<file path="config.mk">
export PLATFORM = sky130hd
export DESIGN_NAME = spart_tx
export DESIGN_NICKNAME = d
export VERILOG_FILES = /design/src/rtl/spart_tx_pkg.sv /design/src/rtl/spart_tx.sv
export SDC_FILE = /design/constraint.sdc
export NUM_CORES = 1
export LEC_CHECK = 0
export ABC_AREA = 1
export ABC_CLOCK_PERIOD_IN_PS = 1360
export CORE_MARGIN = 2
export CORE_UTILIZATION = 45
export DETAILED_ROUTE_END_ITERATION = 6
export GPL_TIMING_DRIVEN = 0
export PLACE_DENSITY = 0.81
export SLEW_MARGIN = 20
export SYNTH_ARGS = -nofsm -noshare
export SYNTH_HDL_FRONTEND = slang
export SYNTH_SLANG_ARGS = --single-unit
</file>
<file path="constraint.sdc">
create_clock -name clk -period 1.36 [get_ports clk]
set_clock_uncertainty 0.05 [all_clocks]
set_input_delay 0.272 -clock clk [delete_from_list [all_inputs] [get_ports clk]]
set_output_delay 0.272 -clock clk [all_outputs]
set_load 0.02 [all_outputs]
</file>
<file path="src/rtl/spart_tx_pkg.sv">
// spart_tx_pkg: shared types and constants for the SPART transmitter.
//   tx_state_t     - transmitter FSM states
//   DATA_BITS_DEF  - default payload width
//   OVERSAMPLE_DEF - default en ticks per serial bit
//   FRAME_BITS     - start + payload + stop for the default payload width
//   TX_IDLE_LEVEL  - line level while idle (also the stop-bit level)
package spart_tx_pkg;

  typedef enum logic {
    IDLE = 1'b0,
    SEND = 1'b1
  } tx_state_t;

  localparam int   DATA_BITS_DEF  = 8;
  localparam int   OVERSAMPLE_DEF = 16;
  localparam int   FRAME_BITS     = DATA_BITS_DEF + 2;
  localparam logic TX_IDLE_LEVEL  = 1'b1;

endpackage

</file>
<file path="src/rtl/spart_tx.sv">
// spart_tx: UART-style serial transmitter.
// Sends one byte per load as start bit, DATA_BITS data bits LSB first and
// a stop bit. Each bit is held for OVERSAMPLE baud ticks (en pulses).
// Ports:
//   clk    - system clock, rising edge
//   rst    - asynchronous active-low reset
//   data   - byte to send, sampled only when en_tx loads it
//   en     - baud tick, OVERSAMPLE per serial bit
//   en_tx  - load strobe; honoured only while idle
//   tbr    - transmit buffer ready (1 = idle)
//   TxD    - serial output, idles high
module spart_tx
  import spart_tx_pkg::*;
#(
  parameter int DATA_BITS  = DATA_BITS_DEF,
  parameter int OVERSAMPLE = OVERSAMPLE_DEF
) (
  input  logic                 clk,
  input  logic                 rst,
  input  logic [DATA_BITS-1:0] data,
  input  logic                 en,
  input  logic                 en_tx,
  output logic                 tbr,
  output logic                 TxD
);

  localparam int FRAME_LEN = DATA_BITS + 2;
  localparam int TW        = (OVERSAMPLE > 1) ? $clog2(OVERSAMPLE) : 1;
  localparam int BW        = $clog2(FRAME_LEN);

  localparam logic [TW-1:0] TICK_MAX = TW'(OVERSAMPLE - 1);
  localparam logic [BW-1:0] BIT_MAX  = BW'(FRAME_LEN - 1);

  tx_state_t              state, state_nxt;
  logic [TW-1:0]          tick_cnt;
  logic [BW-1:0]          bit_cnt;
  logic [FRAME_LEN-1:0]   shreg;
  logic                   bit_done;
  logic                   frame_done;

  // Current bit has received its last tick; the stop bit finishing ends the frame.
  assign bit_done   = (state == SEND) && en && (tick_cnt == TICK_MAX);
  assign frame_done = bit_done && (bit_cnt == BIT_MAX);

  // State register
  always_ff @(posedge clk or negedge rst) begin
    if (!rst) begin
      state <= IDLE;
    end else begin
      state <= state_nxt;
    end
  end

  // Next-state logic; en_tx during SEND (even on the final tick) is dropped.
  always_comb begin
    state_nxt = state;
    case (state)
      IDLE:    if (en_tx)      state_nxt = SEND;
      SEND:    if (frame_done) state_nxt = IDLE;
      default:                 state_nxt = IDLE;
    endcase
  end

  // Shift register and tick/bit counters
  always_ff @(posedge clk or negedge rst) begin
    if (!rst) begin
      shreg    <= '0;
      tick_cnt <= '0;
      bit_cnt  <= '0;
    end else begin
      case (state)
        IDLE: begin
          if (en_tx) begin
            shreg    <= {TX_IDLE_LEVEL, data, ~TX_IDLE_LEVEL};
            tick_cnt <= '0;
            bit_cnt  <= '0;
          end
        end
        SEND: begin
          if (en) begin
            if (bit_done) begin
              tick_cnt <= '0;
              shreg    <= {TX_IDLE_LEVEL, shreg[FRAME_LEN-1:1]};
              bit_cnt  <= frame_done ? '0 : bit_cnt + 1'b1;
            end else begin
              tick_cnt <= tick_cnt + 1'b1;
            end
          end
        end
        default: ;
      endcase
    end
  end

  // Outputs decode registered state only, so no input reaches TxD or tbr
  // combinationally.
  always_comb begin
    tbr = (state == IDLE);
    TxD = (state == SEND) ? shreg[0] : TX_IDLE_LEVEL;
  end

endmodule

</file>
After elaboration in Yosys (flattened, before gate mapping). Index checks and enable logic that the tools add are counted.

Flip-flop bits (word level): 19. Bits in latches: 0. RAM bits: 0. Memory bits (read-only): 0. Bits of input ports: 12. Output and inout bits: 2. Logic and storage cells: 33. Memories kept: 0.

Add/sub/neg operators: 2. $mul: 0. Div/mod/pow operators: 0. $lt $le $gt $ge: 0. Equality and inequality tests: 5. Shift-type cells: 0. Muxes and demuxes: 16. Bitwise logic cells: 1. Reductions and logical operators: 5.

Operators with widths (number): $mux W10 (3); $mux W4 (6); $pmux W10 S2 (1); $pmux W4 S2 (2); $add A4 B1 Y4 const B (2); $eq A4 B4 Y1 const B (2); $ne A2 B2 Y1 const B (2); $logic_and A1 B1 Y1 (3); $mux W1 (3); $reduce_and A3 Y1 (1); $ne A2 B1 Y1 const B (1); $pmux W1 S2 (1); $reduce_and A2 Y1 (1); $not A1 Y1 (1).

Logic depth before layout (Yosys ltp). Gate-level depths: netlist of run 1.

Depth in word-level cells: 7. Depth in mapped cells: 8. Depth with buffers taken out: 8.

Worst setup path after synthesis of run 1. OpenSTA, ideal clock, no wires.

Kind: register -> register. Start: register tick_cnt[0]. End: register shreg[3]. Data arrival time: 1.183 ns. Setup slack: 0.008 ns. Stages on the path, launching flop included: 8. Path buffers: 1. Period minus slack after synthesis: 1.352 ns. Cells stage by stage: dfrtp_1 ha_1 nand2_1 nor2_4 nand2_4 nand2_8 buf_12 o21a_1.

Cells in the longest elaborated chain, start to end: 4.

RTL lines: start, declared (line spart_tx.sv:35) `logic [TW-1:0] tick_cnt;`; start signal, assigned (line spart_tx.sv:86) `tick_cnt <= tick_cnt + 1'b1;`; $eq A4 B4 Y1 (line spart_tx.sv:42) `assign bit_done = (state == SEND) && en && (tick_cnt == TICK_MAX);`; $logic_and A1 B1 Y1 (line spart_tx.sv:42); $ne A2 B1 Y1 (no source line); $reduce_and A3 Y1 (no source line); end signal, assigned (line spart_tx.sv:74) `shreg <= {TX_IDLE_LEVEL, data, ~TX_IDLE_LEVEL};`; end signal, assigned (line spart_tx.sv:83) `shreg <= {TX_IDLE_LEVEL, shreg[FRAME_LEN-1:1]};`; end, declared (line spart_tx.sv:37) `logic [FRAME_LEN-1:0] shreg;`.

Every way passes these cells. A chain may end at the register's enable or synchronous reset.

Final worst setup path of run 1.
Start: register state. End: output port TxD.

Cells in the longest elaborated chain, start to end: 1.

RTL lines: start, declared (line spart_tx.sv:34) `tx_state_t state, state_nxt;`; start signal, assigned (line spart_tx.sv:50) `state <= state_nxt;`; $mux W1 (line spart_tx.sv:99) `TxD = (state == SEND) ? shreg[0] : TX_IDLE_LEVEL;`; end, declared (line spart_tx.sv:24) `output logic TxD`.

Every way passes these cells.

==> run_summary.xml, run 1 <==
<?xml version="1.0" encoding="UTF-8"?>
<metrics>
  <group name="status">
    <metric name="result_of_the_run" unit="">complete, but fails checks</metric>
    <metric name="failed_checks" unit="">negative setup slack</metric>
  </group>
  <group name="synth">
    <metric name="synthesis.nets" unit="">130</metric>
    <metric name="synth.mux.area_fraction" unit="%">0</metric>
    <metric name="post_synthesis_sequential_element_count" unit="">19</metric>
    <metric name="combined_area_of_all_synthesized_cells" unit="um^2">1040</metric>
    <metric name="synth-simple-area-share" unit="%">27.0</metric>
    <metric name="synth_seq_area_share" unit="%">45.8</metric>
    <metric name="post_synth_inst_count" unit="">115</metric>
    <metric name="yosys.area_share.xor_xnor" unit="%">1.69</metric>
    <metric name="synthesis.area_per_instance" unit="um^2">9.02</metric>
    <metric name="synthesis.yosys.warnings" unit="">0</metric>
    <metric name="main_combinational_cell_family_by_area_after_synthesis" unit="">simple AND/OR/NAND/NOR gates</metric>
    <metric name="synth_adder_area_share" unit="%">3.62</metric>
    <metric name="synth_compound_area_share" unit="%">13.0</metric>
    <metric name="yosys.cell_types.count" unit="">23</metric>
  </group>
  <group name="cts">
    <metric name="cts_num_sinks" unit="">19</metric>
    <metric name="ctsHtreeMaxLevel" unit="">1</metric>
    <metric name="cts_made_buffers" unit="">3</metric>
    <metric name="clk_path_buf_depth" unit="">2</metric>
    <metric name="clk_pin_slew_worst_paths" unit="ps">110</metric>
    <metric name="tritoncts" unit="">yes</metric>
    <metric name="insertion_delay" unit="ps">280</metric>
    <metric name="cts_hold_buffers" unit="">0</metric>
    <metric name="cts.root.buffer_cell" unit="">clkbuf_4</metric>
  </group>
  <group name="finish">
    <metric name="num_antenna_cells" unit="">0</metric>
    <metric name="post_layout_nonfiller_instances" unit="">167</metric>
    <metric name="num-fill-cells" unit="">181</metric>
    <metric name="final_layout_size_suffix_gt1_share" unit="%">23.7</metric>
    <metric name="areaGrowthSynthToFinish" unit="%">31.0</metric>
    <metric name="final_util" unit="%">62.0</metric>
    <metric name="finalInstanceArea" unit="um^2">1360</metric>
    <metric name="nNetsFinal" unit="">155</metric>
  </group>
  <group name="routing">
    <metric name="dr.first_iter.drc_count" unit="">20</metric>
    <metric name="vias" unit="">833</metric>
    <metric name="drt_pre_antenna_iters" unit="">4</metric>
    <metric name="post_drt_antenna_nets" unit="">0</metric>
    <metric name="viasPerCell" unit="">4.99</metric>
    <metric name="wirelength" unit="um">2170</metric>
    <metric name="drc_errors" unit="">0</metric>
    <metric name="wl_per_cell" unit="um">13.0</metric>
  </group>
  <group name="place">
    <metric name="gp_congestion" unit="">0.816</metric>
    <metric name="post_dp_cell_area" unit="um^2">1200</metric>
    <metric name="hpwlAfterDp" unit="um">1390</metric>
    <metric name="buffer_ports.inserted" unit="">13</metric>
    <metric name="post-place-cells" unit="">156</metric>
  </group>
  <group name="timing">
    <metric name="setup_viol" unit="">4</metric>
    <metric name="clock.fmax" unit="MHz">718</metric>
    <metric name="worst_pin_slew" unit="ps">823</metric>
    <metric name="fin_crit_sh" unit="%">102</metric>
    <metric name="rsz0062_at_grt" unit="">true</metric>
    <metric name="number_of_failing_hold_endpoints_at_the_final_stage" unit="">0</metric>
    <metric name="period_minus_slack" unit="ps">1390</metric>
    <metric name="worst_hold_slack" unit="ps">398</metric>
    <metric name="post-route-worst-setup-slack" unit="ps">-32.1</metric>
    <metric name="maxSlewViolCount" unit="">0</metric>
    <metric name="slew_headroom" unit="%">45.0</metric>
  </group>
  <group name="worst_setup_path">
    <metric name="crit_path_start_kind" unit="">flip-flop</metric>
    <metric name="worstSetupPathType" unit="">reg -&gt; out</metric>
    <metric name="worstSetupEndpointType" unit="">output pin</metric>
    <metric name="arrival_time_of_data_at_the_critical_path_endpoint" unit="ps">1070</metric>
    <metric name="worstPathRequired" unit="ps">1040</metric>
    <metric name="worst-path-max-fanout" unit="">4</metric>
    <metric name="setup.reg_to_reg.worst_slack" unit="ps">-10</metric>
  </group>
  <group name="power_and_ir_drop">
    <metric name="vdd.ir_drop.worst" unit="uV">816</metric>
    <metric name="cellPowerDensity" unit="nW/um^2">1280</metric>
    <metric name="p_leak" unit="uW">0.000596</metric>
  </group>
  <group name="die">
    <metric name="floorplan.die_area" unit="um^2">2710</metric>
    <metric name="starting_density_of_the_core" unit="%">47.3</metric>
    <metric name="fp.coreArea" unit="um^2">2190</metric>
    <metric name="fp.dieW" unit="um">52.0</metric>
    <metric name="die_h" unit="um">52.0</metric>
    <metric name="num_rows" unit="">17</metric>
    <metric name="io_pins" unit="">14</metric>
  </group>
  <group name="global_routing">
    <metric name="globalRouteTotalUtil" unit="%">15.6</metric>
    <metric name="grt_max_degree" unit="">20</metric>
    <metric name="vias_in_the_first_global_route" unit="">760</metric>
    <metric name="global_route_wire_length_before_repair" unit="um">3150</metric>
    <metric name="grt-ovfl-total" unit="">0</metric>
    <metric name="grt_antenna_before_repair" unit="">0</metric>
  </group>
  <group name="min_path">
    <metric name="min-delay-path-class" unit="">in -&gt; async</metric>
  </group>
  <group name="job">
    <metric name="max_cap_violations" unit="">0</metric>
  </group>
</metrics>
-- Yosys cell counts (all sizes together) --
master | count | area, um^2
a21oi | 1 | 5.00
buf | 3 | 38.8
dfrtp | 19 | 475
ha | 3 | 37.5
inv | 12 | 52.6
nand2 | 29 | 165
nand3 | 7 | 35.0
nand4 | 2 | 12.5
nor2 | 16 | 67.6
o211ai | 1 | 12.5
o21a | 6 | 45.0
o21ai | 12 | 60.1
o22ai | 2 | 12.5
xor2 | 2 | 17.5
-- logic make-up after synthesis --
group,Yosys count
DFF,19
buffers and inverters,15
adders and majority gates,3
xor gates and xnor gates,2
AOI/OAI and AO/OA,22
and+or+nand+nor,54
-- area by class of cell --
type                    instances  area, um^2  share of cell area (%)
plain buffers                   2        26.3                    1.93
clock buffers                   4        26.3                    1.93
inverters                      12        60.1                    4.42
multi-input cells              83         558                    41.1
flip-flops and latches         19         475                    35.0
well taps                      28        35.0                    2.58
repair buffers                 19         178                    13.1
-- routing by layer --
| layer | wire length [um] | up-vias | share of wire [%] | GRT usage (%) |
|---|---|---|---|---|
| met2 | 1140 | 14 | 52 | 27.0 |
| met5 | 0 | - | 0 | 0 |
| met4 | 19 | 0 | 0.88 | 3.95 |
| li1 | - | 423 | - | - |
| met3 | 46 | 2 | 2.1 | 2.59 |
| met1 | 966 | 394 | 45 | 20.1 |
-- final timing paths --
| kind | endpoint | from | cells after the start |
|---|---|---|---|
| min in group clk | shreg[9] | shreg[9] | 2 |
| hold reg to reg | shreg[9] | shreg[9] | 2 |
| setup reg to reg | bit_cnt[0] | tick_cnt[1] | 6 |
| setup / recovery | TxD | state | 4 |
| hold / removal | shreg[3] | rst | 1 |
| max in group asynchronous | bit_cnt[1] | rst | 1 |
-- where the power goes --
group | switching [uW] | internal [uW]
Combinational | 302 | 302
Sequential | 125 | 734
Clock | 161 | 114
-- worst max-delay path, stage by stage, from the launching register on --
cell and delay, ps:
dfrtp_1 390, buf_6 130, buf_8 120, nand2_4 40, buf_6 110
-- placed cells by master (no fill, tap or decap) --
cell type and instances:
nand2_2 2, ha_1 2, o21ai_1 6, clkbuf_4 3
nor2_1 15, xor2_1 2, clkbuf_1 1, o21a_1 6
inv_6 3, a21oi_1 1, buf_6 3, dfrtp_1 19
nand3_1 7, nand4_1 2, buf_8 1, nor2_4 1
o22ai_1 2, nand2_1 21, nand2_8 5, o211ai_2 1
inv_1 9, nand2_4 3, clkdlybuf4s50_1 11, buf_4 6
ha_4 1, o21ai_2 4, o21ai_0 2
-- through the flow --
stage                     worst slack [ps]  power, uW  TNS, ps
after floorplan                       8.47       1180        0
after global placement                -308       1300    -3880
after detailed placement              -305       1330    -4780
after CTS                            -44.5       1660    -48.6
after global routing                 -95.1       1870     -585
final                                -32.1       1740    -45.8
-- state kept, by name (all words and copies together) (netlist names) --
signal    count
tick_cnt      4
shreg        10
state         1
bit_cnt       4
-- what timing repair did --
item / in CTS / in global routing
buffers inserted: 6 / 0
endpoints found under the setup margin: 13 / 13
gates cloned: 0 / 2
gates resized for setup: 18 / 21
pin swaps: 3 / 4
No activity file was read; power rests on OpenSTA's default activity.
==> run 2: changes to the inputs <==
--- a/config.mk
+++ b/config.mk
@@ -7,11 +7,13 @@
 export LEC_CHECK = 0
 export ABC_AREA = 1
 export ABC_CLOCK_PERIOD_IN_PS = 1360
+export CAP_MARGIN = 20
 export CORE_MARGIN = 2
 export CORE_UTILIZATION = 45
 export DETAILED_ROUTE_END_ITERATION = 6
 export GPL_TIMING_DRIVEN = 0
 export PLACE_DENSITY = 0.81
+export SKIP_CTS_REPAIR_TIMING = 1
 export SLEW_MARGIN = 20
 export SYNTH_ARGS = -nofsm -noshare
 export SYNTH_HDL_FRONTEND = slang
==> run 2 against run 1 <==
  * The run still ends with negative setup slack left
  * Largest power group unchanged
  * Register-to-register slack got worse by 40 ps
  * Sequential power decreased by 1%
  * Clock-buffer cell count did not move
  * Via count increased by 2.4%
  * Cell area decreased by 1.8%
  * Critical endpoint is now shreg[3]
==> run_summary.xml, run 2 (same netlist as run 1, synthesis figures left out) <==
<?xml version="1.0" encoding="UTF-8"?>
<metrics>
  <group name="status">
    <metric name="result_of_the_run" unit="">complete, but fails checks</metric>
    <metric name="failed_checks" unit="">negative setup slack</metric>
  </group>
  <group name="place">
    <metric name="hpwlAfterDp" unit="um">1390</metric>
    <metric name="post_dp_cell_area" unit="um^2">1200</metric>
    <metric name="buffer_ports.inserted" unit="">13</metric>
    <metric name="gp_congestion" unit="">0.816</metric>
    <metric name="dp_worst_setup_slack" unit="ps">-305</metric>
  </group>
  <group name="finish">
    <metric name="layout_common_cells" unit="">nand2_1 (21), dfrtp_1 (19), nor2_1 (15), clkdlybuf4s50_1 (11), inv_1 (9)</metric>
    <metric name="final_layout_size_suffix_gt1_share" unit="%">20.9</metric>
    <metric name="nNetsFinal" unit="">155</metric>
    <metric name="finalInstanceArea" unit="um^2">1330</metric>
    <metric name="areaGrowthSynthToFinish" unit="%">28.6</metric>
    <metric name="num_antenna_cells" unit="">0</metric>
    <metric name="largest_reg_flops" unit="">10</metric>
    <metric name="reg_top3" unit="">shreg (10), bit_cnt (4), tick_cnt (4)</metric>
    <metric name="max_flop_register" unit="">shreg</metric>
    <metric name="layout_commonest_cell" unit="">nand2_1</metric>
  </group>
  <group name="routing">
    <metric name="drc_errors" unit="">0</metric>
    <metric name="dr.first_iter.drc_count" unit="">45</metric>
    <metric name="drt_pre_antenna_iters" unit="">4</metric>
    <metric name="vias" unit="">853</metric>
    <metric name="viasPerCell" unit="">5.11</metric>
    <metric name="wl_per_cell" unit="um">11.8</metric>
    <metric name="post_drt_antenna_nets" unit="">0</metric>
    <metric name="wirelength" unit="um">1980</metric>
  </group>
  <group name="worst_setup_path">
    <metric name="crit_path_frequent_cell" unit="">nand2_8</metric>
    <metric name="crit_path_start_kind" unit="">flip-flop</metric>
    <metric name="cp_slowest_stage_delay" unit="ps">390</metric>
    <metric name="arrival_time_of_data_at_the_critical_path_endpoint" unit="ps">1540</metric>
    <metric name="setup.reg_to_reg.worst_slack" unit="ps">-50</metric>
    <metric name="critPathSlowestCell" unit="">dfrtp_1</metric>
    <metric name="worstPathRequired" unit="ps">1500</metric>
    <metric name="critical-path-top-delay-family" unit="">buffers and inverters</metric>
    <metric name="regToRegEndpoint" unit="">shreg[3]</metric>
    <metric name="worstSetupEndpointType" unit="">flip-flop</metric>
    <metric name="rr_worst_depth" unit="">8</metric>
    <metric name="worstSetupPathType" unit="">reg -&gt; reg</metric>
    <metric name="timing.critical_path.buf_inv" unit="">4</metric>
    <metric name="crit_path_cell_trace" unit="">buf_6 -&gt; buf_4 -&gt; nand2_8 -&gt; inv_6 -&gt; nand2_8 -&gt; nand2_8 -&gt; buf_12 -&gt; o21a_1</metric>
    <metric name="worstReg2RegStart" unit="">state</metric>
    <metric name="worst-path-max-fanout" unit="">10</metric>
  </group>
  <group name="die">
    <metric name="floorplan.die_area" unit="um^2">2710</metric>
    <metric name="fp.coreArea" unit="um^2">2190</metric>
    <metric name="starting_density_of_the_core" unit="%">47.3</metric>
    <metric name="num_rows" unit="">17</metric>
    <metric name="io_pins" unit="">14</metric>
    <metric name="fp.dieW" unit="um">52.0</metric>
    <metric name="die_h" unit="um">52.0</metric>
  </group>
  <group name="cts">
    <metric name="clk_pin_slew_worst_paths" unit="ps">100</metric>
    <metric name="cts.root.buffer_cell" unit="">clkbuf_4</metric>
    <metric name="tritoncts" unit="">yes</metric>
    <metric name="insertion_delay" unit="ps">280</metric>
    <metric name="cts_made_buffers" unit="">3</metric>
    <metric name="cts_num_sinks" unit="">19</metric>
    <metric name="ctsHtreeMaxLevel" unit="">1</metric>
    <metric name="clk_path_buf_depth" unit="">2</metric>
  </group>
  <group name="global_routing">
    <metric name="global_route_wire_length_before_repair" unit="um">3220</metric>
    <metric name="globalRouteTotalUtil" unit="%">16.4</metric>
    <metric name="grt_antenna_before_repair" unit="">0</metric>
    <metric name="grt-ovfl-total" unit="">0</metric>
    <metric name="vias_in_the_first_global_route" unit="">757</metric>
    <metric name="grt_max_degree" unit="">20</metric>
  </group>
  <group name="timing">
    <metric name="slew_headroom" unit="%">44.8</metric>
    <metric name="worst_hold_slack" unit="ps">397</metric>
    <metric name="rsz0062_at_grt" unit="">true</metric>
    <metric name="setup_viol" unit="">8</metric>
    <metric name="fin_crit_sh" unit="%">103</metric>
    <metric name="worst_pin_slew" unit="ps">825</metric>
    <metric name="post-route-worst-setup-slack" unit="ps">-47.0</metric>
    <metric name="clock.fmax" unit="MHz">711</metric>
    <metric name="period_minus_slack" unit="ps">1410</metric>
    <metric name="setup-tns-final" unit="ps">-288</metric>
    <metric name="maxSlewViolCount" unit="">0</metric>
    <metric name="number_of_failing_hold_endpoints_at_the_final_stage" unit="">0</metric>
  </group>
  <group name="job">
    <metric name="max_cap_violations" unit="">0</metric>
  </group>
  <group name="power_and_ir_drop">
    <metric name="p_leak" unit="uW">0.000584</metric>
    <metric name="cellPowerDensity" unit="nW/um^2">1270</metric>
    <metric name="power_total" unit="uW">1700</metric>
    <metric name="vdd.ir_drop.worst" unit="uV">987</metric>
  </group>
  <group name="min_path">
    <metric name="min-delay-path-class" unit="">in -&gt; async</metric>
  </group>
</metrics>
[run 2: per-layer routing]
metal  vias to the layer above  wire [um]  part of all wire (%)  track usage [%]
met5                         -          0                     0                0
met4                         0         33                   1.7             6.58
met3                         4         62                   3.1             3.45
met2                        15        998                    51             26.8
met1                       413        881                    45             21.0
li1                        421          -                     -                -
[run 2: how the worst max path moves through the flow]
| stage | startpoint | endpoint | depth (start not counted) |
|---|---|---|---|
| final | state | shreg[3] | 8 |
| after global routing | state | shreg[5] | 8 |
| after CTS | state | TxD | 4 |
| after detailed placement | state | TxD | 4 |
| after global placement | state | TxD | 4 |
| after floorplan | tick_cnt[0] | shreg[3] | 7 |
[run 2: report_power, final]
group / total (uW) / internal, uW / switching [uW]
registers: 850 / 734 / 116
logic: 573 / 300 / 273
clock network: 275 / 114 / 162
total: 1700 / 1150 / 551
[run 2: final cells by class]
cell class | instances | area [um^2]
Timing Repair Buffer | 19 | 178
Clock buffer | 4 | 26.3
Inverter | 12 | 55.1
Buffer | 3 | 46.3
Fill cell | 174 | 857
Multi-Input combinational cell | 82 | 518
Sequential cell | 19 | 475
Tap cell | 28 | 35.0
[run 2: per-stage QoR]
stage	instances	utilization [%]
6_report	167	60.9
5_1_grt	167	60.9
4_1_cts	160	56.1
3_5_place_dp	156	54.9
3_3_place_gp	156	54.9
2_1_floorplan	115	-
[run 2: worst register-to-register path, cell delays in order (launching register included)]
cell     delay [ps]
dfrtp_1         390
buf_6           130
buf_4           150
nand2_8          80
inv_6            50
nand2_8          90
nand2_8          70
buf_12          140
o21a_1          160
==> run 3: changes to the inputs <==
--- a/config.mk
+++ b/config.mk
@@ -9,10 +9,10 @@
 export ABC_CLOCK_PERIOD_IN_PS = 1360
 export CAP_MARGIN = 20
 export CORE_MARGIN = 2
-export CORE_UTILIZATION = 45
+export CORE_UTILIZATION = 40
 export DETAILED_ROUTE_END_ITERATION = 6
 export GPL_TIMING_DRIVEN = 0
-export PLACE_DENSITY = 0.81
+export PLACE_DENSITY = 0.75
 export SKIP_CTS_REPAIR_TIMING = 1
 export SLEW_MARGIN = 20
 export SYNTH_ARGS = -nofsm -noshare
==> run 3 against run 2 <==
  * The flow still finishes with violations (negative setup slack)
  * Maximum frequency fell by 1.1%
  * Critical endpoint is now TxD
  * Non-clock buffer count rose by 1
  * First-iteration DRC count decreased by 56%
  * Via count decreased by 2.8%
  * Sequential cell count unchanged
==> run_summary.xml, run 3 (same netlist as run 1, synthesis figures left out) <==
<?xml version="1.0" encoding="UTF-8"?>
<metrics>
  <group name="routing">
    <metric name="vias" unit="">829</metric>
    <metric name="wl_per_cell" unit="um">12.0</metric>
    <metric name="drt_pre_antenna_iters" unit="">4</metric>
    <metric name="post_drt_antenna_nets" unit="">0</metric>
    <metric name="drc_errors" unit="">0</metric>
    <metric name="dr.first_iter.drc_count" unit="">20</metric>
    <metric name="wirelength" unit="um">2040</metric>
    <metric name="viasPerCell" unit="">4.88</metric>
  </group>
  <group name="finish">
    <metric name="post_layout_nonfiller_instances" unit="">170</metric>
    <metric name="layout_commonest_cell" unit="">nand2_1</metric>
    <metric name="nNetsFinal" unit="">156</metric>
    <metric name="layout_common_cells" unit="">nand2_1 (20), dfrtp_1 (19), nor2_1 (14), clkdlybuf4s50_1 (11), inv_1 (9)</metric>
    <metric name="final_util" unit="%">55.6</metric>
    <metric name="num_antenna_cells" unit="">0</metric>
    <metric name="max_flop_register" unit="">shreg</metric>
    <metric name="num-fill-cells" unit="">214</metric>
    <metric name="reg_top3" unit="">shreg (10), bit_cnt (4), tick_cnt (4)</metric>
    <metric name="final_layout_size_suffix_gt1_share" unit="%">23.6</metric>
    <metric name="areaGrowthSynthToFinish" unit="%">32.7</metric>
    <metric name="largest_reg_flops" unit="">10</metric>
  </group>
  <group name="die">
    <metric name="fp.coreArea" unit="um^2">2480</metric>
    <metric name="starting_density_of_the_core" unit="%">41.9</metric>
    <metric name="die_h" unit="um">54.9</metric>
    <metric name="io_pins" unit="">14</metric>
    <metric name="floorplan.die_area" unit="um^2">3020</metric>
    <metric name="num_rows" unit="">18</metric>
    <metric name="fp.dieW" unit="um">54.9</metric>
  </group>
  <group name="cts">
    <metric name="tritoncts" unit="">yes</metric>
    <metric name="cts.root.buffer_cell" unit="">clkbuf_4</metric>
    <metric name="clk_path_buf_depth" unit="">2</metric>
    <metric name="clk_pin_slew_worst_paths" unit="ps">110</metric>
    <metric name="cts_made_buffers" unit="">3</metric>
    <metric name="ctsHtreeMaxLevel" unit="">1</metric>
    <metric name="cts_num_sinks" unit="">19</metric>
    <metric name="insertion_delay" unit="ps">300</metric>
  </group>
  <group name="timing">
    <metric name="setup_viol" unit="">11</metric>
    <metric name="slew_headroom" unit="%">43.6</metric>
    <metric name="post-route-worst-setup-slack" unit="ps">-63.3</metric>
    <metric name="fin_crit_sh" unit="%">105</metric>
    <metric name="number_of_failing_hold_endpoints_at_the_final_stage" unit="">0</metric>
    <metric name="period_minus_slack" unit="ps">1420</metric>
    <metric name="maxSlewViolCount" unit="">0</metric>
    <metric name="clock.fmax" unit="MHz">703</metric>
    <metric name="worst_pin_slew" unit="ps">843</metric>
    <metric name="rsz0062_at_grt" unit="">true</metric>
  </group>
  <group name="status">
    <metric name="result_of_the_run" unit="">complete, but fails checks</metric>
    <metric name="failed_checks" unit="">negative setup slack</metric>
  </group>
  <group name="worst_setup_path">
    <metric name="worstSetupEndpointType" unit="">output pin</metric>
    <metric name="worstPathRequired" unit="ps">1040</metric>
    <metric name="arrival_time_of_data_at_the_critical_path_endpoint" unit="ps">1100</metric>
    <metric name="cp-startpoint" unit="">state</metric>
    <metric name="worstSetupPathType" unit="">reg -&gt; out</metric>
    <metric name="crit_path_start_kind" unit="">flip-flop</metric>
    <metric name="worst-path-max-fanout" unit="">5</metric>
    <metric name="worstReg2RegStart" unit="">state</metric>
  </group>
  <group name="power_and_ir_drop">
    <metric name="vdd.ir_drop.worst" unit="uV">901</metric>
    <metric name="cellInternalPower" unit="uW">1140</metric>
    <metric name="share_comb_of_total_power" unit="%">32.7</metric>
    <metric name="clock_power_share" unit="%">16.8</metric>
    <metric name="power.sequential.fraction" unit="%">50.6</metric>
    <metric name="netSwitchingPower" unit="uW">571</metric>
    <metric name="cellPowerDensity" unit="nW/um^2">1240</metric>
    <metric name="switching_share" unit="%">33.4</metric>
    <metric name="p_leak" unit="uW">0.000603</metric>
  </group>
  <group name="job">
    <metric name="max_cap_violations" unit="">0</metric>
  </group>
  <group name="global_routing">
    <metric name="global_route_wire_length_before_repair" unit="um">3110</metric>
    <metric name="grt_max_degree" unit="">20</metric>
    <metric name="globalRouteTotalUtil" unit="%">14.6</metric>
    <metric name="vias_in_the_first_global_route" unit="">752</metric>
    <metric name="grt-ovfl-total" unit="">0</metric>
    <metric name="grt_antenna_before_repair" unit="">0</metric>
  </group>
  <group name="place">
    <metric name="gp_congestion" unit="">0.754</metric>
    <metric name="hpwlAfterDp" unit="um">1340</metric>
    <metric name="post-place-cells" unit="">158</metric>
    <metric name="buffer_ports.inserted" unit="">13</metric>
  </group>
  <group name="min_path">
    <metric name="min-delay-path-class" unit="">in -&gt; async</metric>
  </group>
</metrics>
==> run 3: final timing paths <==
kind	end	slack (ps)	cells after the start
worst max-delay path	TxD	-60	4
worst min-delay path	shreg[5]	390	1
worst max register to register	shreg[5]	-40	8
worst min register to register	shreg[9]	410	2
max in group asynchronous	bit_cnt[0]	340	1
min in group clk	shreg[9]	410	2
==> run 3: final cells by class <==
type / count / area, um^2 / share of cell area (%)
inverter: 12 / 60.1 / 4.36
clock buffer: 4 / 26.3 / 1.91
buffer: 3 / 46.3 / 3.36
multi-input combinational: 82 / 528 / 38.4
tap: 30 / 37.5 / 2.73
timing repair buffer: 20 / 203 / 14.7
sequential: 19 / 475 / 34.5
==> run 3: layer usage <==
layer	part of all wire [%]	vias up	global-route usage, %
met5	0	-	0
met4	1.4	0	4.88
met3	4.7	5	3.23
met2	49	17	25.4
met1	45	383	17.9
li1	-	424	-
==> run 3: worst max-delay path, cell delays in order (launching register included) <==
cell     delay [ps]
dfrtp_1         380
buf_6           140
buf_8           120
nand2_2          60
buf_6           110
==> run 3: power by group through the flow <==
stage	clock network, uW	registers, uW	logic, uW
after floorplan	0	830	346
after global placement	0	847	450
after detailed placement	0	857	470
after CTS	291	844	472
after global routing	321	884	621
final	286	865	559
==> run 3: through the flow <==
| stage | worst slack, ps | area [um^2] | total power (uW) | hold WS (ps) | setup TNS [ps] |
|---|---|---|---|---|---|
| 2_1_floorplan | 8.47 | 1040 | 1180 | -73.6 | 0 |
| 3_3_place_gp | -302 | 1200 | 1300 | 384 | -4150 |
| 3_5_place_dp | -298 | 1200 | 1330 | 386 | -4390 |
| 4_1_cts | -629 | 1230 | 1610 | 414 | -1740 |
| 5_1_grt | -119 | 1380 | 1830 | 444 | -1150 |
| 6_report | -63.3 | 1380 | 1710 | 393 | -329 |
